**src/rtl/alu_seq_responder.sv**
```systemverilog
// alu_seq_responder: handshaked responder for the W-bit ALU operation set.
// One request in flight at a time; add/cmp/shift finish on the accept edge,
// multiply runs an iterative unsigned shift-add over W cycles.
module alu_seq_responder #(
    parameter int W = 16
) (
    input  logic           clk,
    input  logic           rst_n,
    input  logic           req_valid,
    output logic           req_ready,
    input  logic [1:0]     req_sel,
    input  logic [W-1:0]   req_a,
    input  logic [W-1:0]   req_b,
    input  logic           req_cin,
    input  logic           req_op,
    output logic           rsp_valid,
    input  logic           rsp_ready,
    output logic [2*W-1:0] rsp_data,
    output logic           rsp_flag,
    output logic [1:0]     rsp_sel,
    output logic [15:0]    op_count
);

    localparam int SW = $clog2(W);
    localparam logic [SW-1:0] LAST_ITER = SW'(W - 1);

    localparam logic [1:0] SEL_ADD = 2'b00;
    localparam logic [1:0] SEL_MUL = 2'b01;
    localparam logic [1:0] SEL_CMP = 2'b10;
    localparam logic [1:0] SEL_SHF = 2'b11;

    typedef enum logic [1:0] {
        S_IDLE,
        S_MUL,
        S_RESP
    } state_t;

    state_t state, state_next;

    logic [W-1:0]   mcand;   // multiplicand captured at accept
    logic [2*W-1:0] acc;     // {high partial sum, remaining multiplier bits}
    logic [SW-1:0]  iter;
    logic           accept;

    logic [W:0]     add_sum;
    logic [W-1:0]   shift_res;
    logic [2*W-1:0] imm_data;
    logic           imm_flag;
    logic [W:0]     hi_sum;
    logic [2*W-1:0] acc_next;

    // State register
    always_ff @(posedge clk) begin
        // NOTE: sequential state uses non-blocking assignments so every register
        // samples pre-edge values regardless of block ordering.
        if (!rst_n) state <= S_IDLE;
        else        state <= state_next;
    end

    // Next-state and handshake outputs
    always_comb begin
        // NOTE: every output gets a default first so no path leaves it unassigned
        // (which would infer a latch).
        state_next = state;
        req_ready  = 1'b0;
        rsp_valid  = 1'b0;
        case (state)
            S_IDLE: begin
                // Held low while reset is asserted so nothing is accepted then.
                req_ready = rst_n;
                if (req_valid && rst_n)
                    state_next = (req_sel == SEL_MUL) ? S_MUL : S_RESP;
            end
            S_MUL: begin
                if (iter == LAST_ITER) state_next = S_RESP;
            end
            S_RESP: begin
                rsp_valid = 1'b1;
                if (rsp_ready) state_next = S_IDLE;
            end
            default: state_next = S_IDLE;
        endcase
    end

    assign accept = req_valid && req_ready;

    // Single-cycle operations, evaluated from the request being accepted
    always_comb begin
        add_sum   = {1'b0, req_a} + {1'b0, req_b} + {{W{1'b0}}, req_cin};
        shift_res = req_op ? (req_a << req_b[SW-1:0]) : (req_a >> req_b[SW-1:0]);
        imm_data  = '0;
        imm_flag  = 1'b0;
        case (req_sel)
            SEL_ADD: begin
                imm_data = {{W{1'b0}}, add_sum[W-1:0]};
                imm_flag = add_sum[W];
            end
            SEL_CMP: begin
                imm_data[2:0] = {req_a > req_b, req_a < req_b, req_a == req_b};
                imm_flag      = (req_a == req_b);
            end
            SEL_SHF: begin
                imm_data = {{W{1'b0}}, shift_res};
                imm_flag = (shift_res == '0);
            end
            default: begin
                imm_data = '0;
                imm_flag = 1'b0;
            end
        endcase
    end

    // One shift-add step: conditionally add multiplicand into the high half,
    // then shift the whole accumulator (with the carry) right by one.
    always_comb begin
        hi_sum   = {1'b0, acc[2*W-1:W]} + (acc[0] ? {1'b0, mcand} : {(W+1){1'b0}});
        acc_next = {hi_sum, acc[W-1:1]};
    end

    // Request capture, multiply iteration, response registers and op counter
    always_ff @(posedge clk) begin
        if (!rst_n) begin
            op_count <= '0;
            rsp_data <= '0;
            rsp_flag <= 1'b0;
            rsp_sel  <= '0;
            mcand    <= '0;
            acc      <= '0;
            iter     <= '0;
        end else begin
            if (accept) begin
                op_count <= op_count + 16'd1;
                rsp_sel  <= req_sel;
                mcand    <= req_a;
                acc      <= {{W{1'b0}}, req_b};
                iter     <= '0;
                if (req_sel != SEL_MUL) begin
                    rsp_data <= imm_data;
                    rsp_flag <= imm_flag;
                end
            end
            if (state == S_MUL) begin
                acc  <= acc_next;
                iter <= iter + 1'b1;
                if (iter == LAST_ITER) begin
                    rsp_data <= acc_next;
                    rsp_flag <= (acc_next == '0);
                end
            end
        end
    end

endmodule

```
**config.mk**
```make
export PLATFORM = sky130hd
export DESIGN_NAME = alu_seq_responder
export DESIGN_NICKNAME = d
export VERILOG_FILES = /design/src/rtl/alu_seq_responder.sv
export SDC_FILE = /design/constraint.sdc
export NUM_CORES = 1
export LEC_CHECK = 0
export BUFFER_PORTS_ARGS = -buffer_cell sky130_fd_sc_hd__buf_4
export CORE_MARGIN = 10
export CORE_UTILIZATION = 54
export DETAILED_ROUTE_END_ITERATION = 12
export GPL_TIMING_DRIVEN = 0
export PLACE_DENSITY = 0.87
export REMOVE_ABC_BUFFERS = 1
export SETUP_SLACK_MARGIN = 0.5
export SLEW_MARGIN = 20
export SYNTH_ARGS = -nofsm -noshare
export SYNTH_HDL_FRONTEND = slang
export SYNTH_SLANG_ARGS = --single-unit
```
**constraint.sdc**
```tcl
create_clock -name clk -period 2.8 [get_ports clk]
set_clock_uncertainty 0.15 [all_clocks]
set_input_delay 0.14 -clock clk [delete_from_list [all_inputs] [get_ports clk]]
set_output_delay 0.14 -clock clk [all_outputs]
set_load 0.01 [all_outputs]
```
# Yosys cells after proc, flatten, opt, wreduce, memory -nomap -nowiden

Index checks and enable logic that the tools add are counted.
W data, S select, Z words.

Word-level logic and storage cells: 60
Register bits after elaboration: 105

Equality and inequality tests: 11
Reduce and logical (&&, ||, !) cells: 8
Add/subtract/negate cells: 5
Multiplexer cells: 24
$lt $le $gt $ge: 2
Shift-type cells: 2

Operators by type and width:

| kind                    | number |
|---|---|
| $mux W32                | 6 |
| $add A16 B16 Y17        | 2 |
| $logic_not A32 Y1       | 1 |
| $mux W16                | 2 |
| $pmux W13 S2            | 1 |
| $add A17 B1 Y17         | 1 |
| $add A16 B1 Y16 const B | 1 |
| $eq A16 B16 Y1          | 1 |
| $gt A16 B16 Y1          | 1 |
| $logic_not A16 Y1       | 1 |
| $lt A16 B16 Y1          | 1 |
| $shl A16 B4 Y16         | 1 |
| $shr A16 B4 Y16         | 1 |
| $pmux W3 S3             | 1 |
| $mux W2                 | 4 |
| $mux W4                 | 2 |
| $eq A2 B2 Y1 const B    | 3 |
| $mux W1                 | 6 |
| $pmux W2 S3             | 1 |
| $add A4 B1 Y4 const B   | 1 |
| $eq A2 B1 Y1 const B    | 2 |
| $eq A4 B4 Y1 const B    | 1 |
| $logic_not A2 Y1        | 2 |
| $ne A2 B1 Y1 const B    | 2 |
| other kinds (5)         | 7 |

# Depth between registers and ports, before layout

Depth after elaboration: 8
Gate-level depth with buffers: 13

# Least setup slack after synthesis

Ideal clock, no wire load.

Path kind: register -> register
From: register acc[0]
To: register rsp_flag
Arrival: 2,802 ps
Buffers on the path: 0
Path slack: -227 ps
Library setup time: 75 ps
Cell stages (with the launch flop): 12
Path through: dfxtp_1 > and2_1 > ha_1 > fa_1 > a21o_1 > a221oi_1 > o211ai_1 > a311oi_1 > o2111ai_1 > nor4_1 > nand4b_1 > a22oi_2

Cells in the longest elaborated chain, start to end: 5

RTL lines:

| what                     | line | source |
|---|---|---|
| start: declaration       | 41   | `logic [2*W-1:0] acc;` |
| start signal: assignment | 135  | `acc <= {{W{1'b0}}, req_b};` |
| start signal: assignment | 143  | `acc <= acc_next;` |
| $mux W16                 | 116  | `hi_sum = {1'b0, acc[2*W-1:W]} + (acc[0] ? {1'b0, mcand} : {(W+1){1'b0}});` |
| $add A16 B16 Y17         | 116  |  |
| $logic_not A32 Y1        | 147  | `rsp_flag <= (acc_next == '0);` |
| $mux W1                  | 145  | `if (iter == LAST_ITER) begin` |
| $mux W1                  | 142  | `if (state == S_MUL) begin` |
| end signal: assignment   | 139  | `rsp_flag <= imm_flag;` |
| end signal: assignment   | 147  |  |
| end: declaration         | 19   | `output logic rsp_flag,` |

No other way between the ends.
A chain may end at the register's enable or synchronous reset.

# Worst setup path in the final report

Same ends and word-level chain as after synthesis.

==> out/metrics.csv <==
stage;metric;value;unit
outcome;status;finished with violations;
outcome;violated checks;negative setup slack;
detailed_routing;initial drt markers;1155;
grt;GRT Overall Usage;24.96;%
yosys;EDFF count, synth;0;
clocking;root buf cell;clkbuf_16;
placed_design;PortBufs;92;
yosys;#FFs+latches synth;105;
detailed_routing;DR vias/cell;6.800;
clocking;clock insertion delay at the later pin of the skew report;360;ps
setup_path;Req. time, crit path;2940;ps
finish;n_diodes;0;
timing;Worst Tran Pin Value;983.5;ps
timing;relative slew slack;34.14;%
die;Core Footprint;14370;um2
detailed_routing;DRC;0;
finish;share of layout cells above drive strength 1;25.74;%
clocking;CTS max path bufs;2;
yosys;fraction of registers with async set/reset;0;%
timing;period utilization;112.8;%
yosys;sequential share of the synthesized area;26.76;%
placed_design;Final Wtd Congestion;0.9583;
power_and_ir_drop;P per Cell Area;390.8;nW/um2
timing;WHS;5.346;ps
detailed_routing;Total Wirelength;27580;um
yosys;Post-synth top flop;dfxtp_1;
setup_path;crit path DAT;3300;ps
detailed_routing;first drt pass iteration count;6;
detailed_routing;routed via count;8384;
flow_run;MaxCap Viol Count;0;
grt;first-pass GRT wire length;40830;um
finish;final instance area;9988;um2
grt;antenna violations before repair;1;
detailed_routing;drt wl/cell;22.37;um
yosys;Post-Syn Area;7854;um2
die;placement row count;44;
power_and_ir_drop;VDD IR max;0.3370;mV
timing;f_max;316.7;MHz
die;Die X;140.6;um
setup_path;CP Launch Type;flip-flop;
power_and_ir_drop;P_leak;4.191;nW
timing;final setup vio count;4;
die;starting density of the core;54.66;%
timing;RSZ-0062 raised after global routing;true;
setup_path;Critical Path End Type;flip-flop;
clocking;CTS H-tree depth;3;
grt;vias in the first global route;7730;
setup_path;WS Path Type;reg -> reg;
detailed_routing;Antenna Nets Post-Route;0;
yosys;Syn. warnings;0;
clocking;CTS tree;yes;
placed_design;Placement Setup Slack;-1085;ps
timing;final setup margin;-358.0;ps
timing;Fin. Hold Viols;0;
finish;final core utilization;69.51;%
placed_design;Area after DPL;8562;um2
finish;Layout area overhead;27.18;%
die;Die Ht;140.6;um
timing;max-slew violations;0;
setup_path;Crit Path Max Fanout;3;
clocking;CTS Buf Count;9;
yosys;Mapped Avg Cell Area;8.250;um2
die;total die area;19770;um2
yosys;Synth Instances;952;
clocking;Worst-path clk slew;70;ps
timing;Final min period;3158;ps
yosys;Unique masters post-synth;75;
grt;grt total ovfl;0;
die;num ports;93;
finish;nets@finish;1145;
grt;pin count of the biggest net entering global routing;108;
placed_design;Final HPWL DP;16650;um
clocking;CTS Sinks;105;
hold_path;Hold Crit Class;in -> reg;
[cells in the mapped netlist (9+ instances only)]
library cell	count	area share, %
a21boi_0	20	1.9
a21oi_1	48	3.1
a22o_1	9	1.0
a22oi_1	26	2.5
and2_1	40	3.2
clkbuf_1	50	2.4
dfxtp_1	105	27
ha_1	56	8.9
inv_1	35	1.7
mux2_2	11	1.6
mux2i_1	13	1.7
mux4_2	18	5.2
nand2_1	99	4.7
nand3_1	56	3.6
nand4_1	11	0.88
nor2_1	48	2.3
nor2b_1	24	1.9
nor3_1	12	0.76
o211a_1	17	2.2
o211ai_1	28	2.7
o21ai_0	46	2.9
xnor2_1	26	2.9
xor2_1	13	1.4
[logic make-up after synthesis]
logic type      after synthesis  share of synthesized area [%]
xor+xnor                     39                          4.349
compound gates              270                          24.22
fa+ha+maj                    59                          9.686
flops                       105                          26.76
mux                          42                          8.396
buf+inv                     101                          5.114
simple gates                336                          21.48
[through the flow]
step | power [mW] | instances | TNS, ps
floorplan | 2.114 | 889 | -3034
global placement | 2.413 | 1165 | -86140
detailed placement | 2.434 | 1167 | -31020
CTS | 3.775 | 1218 | -218.8
global route | 4.007 | 1233 | -991.3
finish | 3.904 | 1233 | -552.2
[worst max-delay path: stages (launching register included)]
cell       delay (ps)
dfxtp_4           350
and2_4            140
ha_4              150
fa_2              350
a21o_1            220
a221oi_4          280
o211ai_1          200
a311oi_2          320
o2111ai_1         150
nor4_1            290
nand4b_1          250
a22oi_2           220
[layout by cell type, fill, tap and decap left out, types with 7 or more instances in the layout]
cell type / n
a21boi_0: 9
a21boi_1: 11
a21o_1: 7
a21oi_1: 41
a22o_1: 9
a22oi_1: 23
and2_1: 31
and2_4: 8
and3_1: 7
buf_4: 115
clkbuf_16: 9
dfxtp_1: 103
dlygate4sd3_1: 15
ha_1: 39
ha_4: 12
inv_1: 33
mux2_2: 11
mux2i_1: 13
mux4_2: 18
nand2_1: 96
nand3_1: 56
nand4_1: 11
nor2_1: 43
nor2b_1: 23
nor3_1: 10
o211a_1: 17
o211ai_1: 28
o21ai_0: 42
xnor2_1: 20
xor2_1: 12
[state kept, by name, indices dropped and copies added (netlist names)]
| signal | flops |
|---|---|
| rsp_flag | 1 |
| iter | 4 |
| rsp_sel | 2 |
| acc | 32 |
| rsp_data | 32 |
| mcand | 16 |
| state | 2 |
| op_count | 16 |
[power by group]
group	switching (mW)	total, mW	internal, mW
sequential	0.0412	1.58	1.54
combinational	0.595	1.06	0.466
clock	0.555	1.26	0.707
[path summary, 6_finish.rpt]
check                    startpoint                     end  slack [ps]  depth (start not counted)
max             acc[0]$_SDFFE_PN0P_     rsp_flag$_SDFF_PN0_        -360                         11
max reg2reg     acc[0]$_SDFFE_PN0P_     rsp_flag$_SDFF_PN0_        -360                         11
min                        req_a[9]   mcand[9]$_SDFFE_PN0P_           5                          3
min reg2reg  mcand[10]$_SDFFE_PN0P_  mcand[10]$_SDFFE_PN0P_         300                          2
[layer usage]
layer / vias up / global-route usage [%] / routed length, um
li1: 3679 / - / -
met1: 3939 / 30.34 / 10130
met2: 605 / 39.68 / 12610
met3: 159 / 5.710 / 3044
met4: 2 / 14.35 / 1781
met5: - / 0 / 15
[layout make-up]
cell class                      count  area [um2]
Multi-Input combinational cell    747        5933
Clock buffer                       11       242.7
Tap cell                          184       230.2
Inverter                           38       151.4
Timing Repair Buffer              145        1281
Sequential cell                   105        2107
Fill cell                         975        4380
Clock inverter                      3       42.54
[timing repair]
action	in CTS	in global routing
endpoints found under the setup margin	80	45
pin swaps	39	43
cloned	3	0
buffers inserted	19	15
resized for setup	91	53
hold endpoints to repair	15	0
hold buffers	15	0
Power figures use the tool's default switching activity.
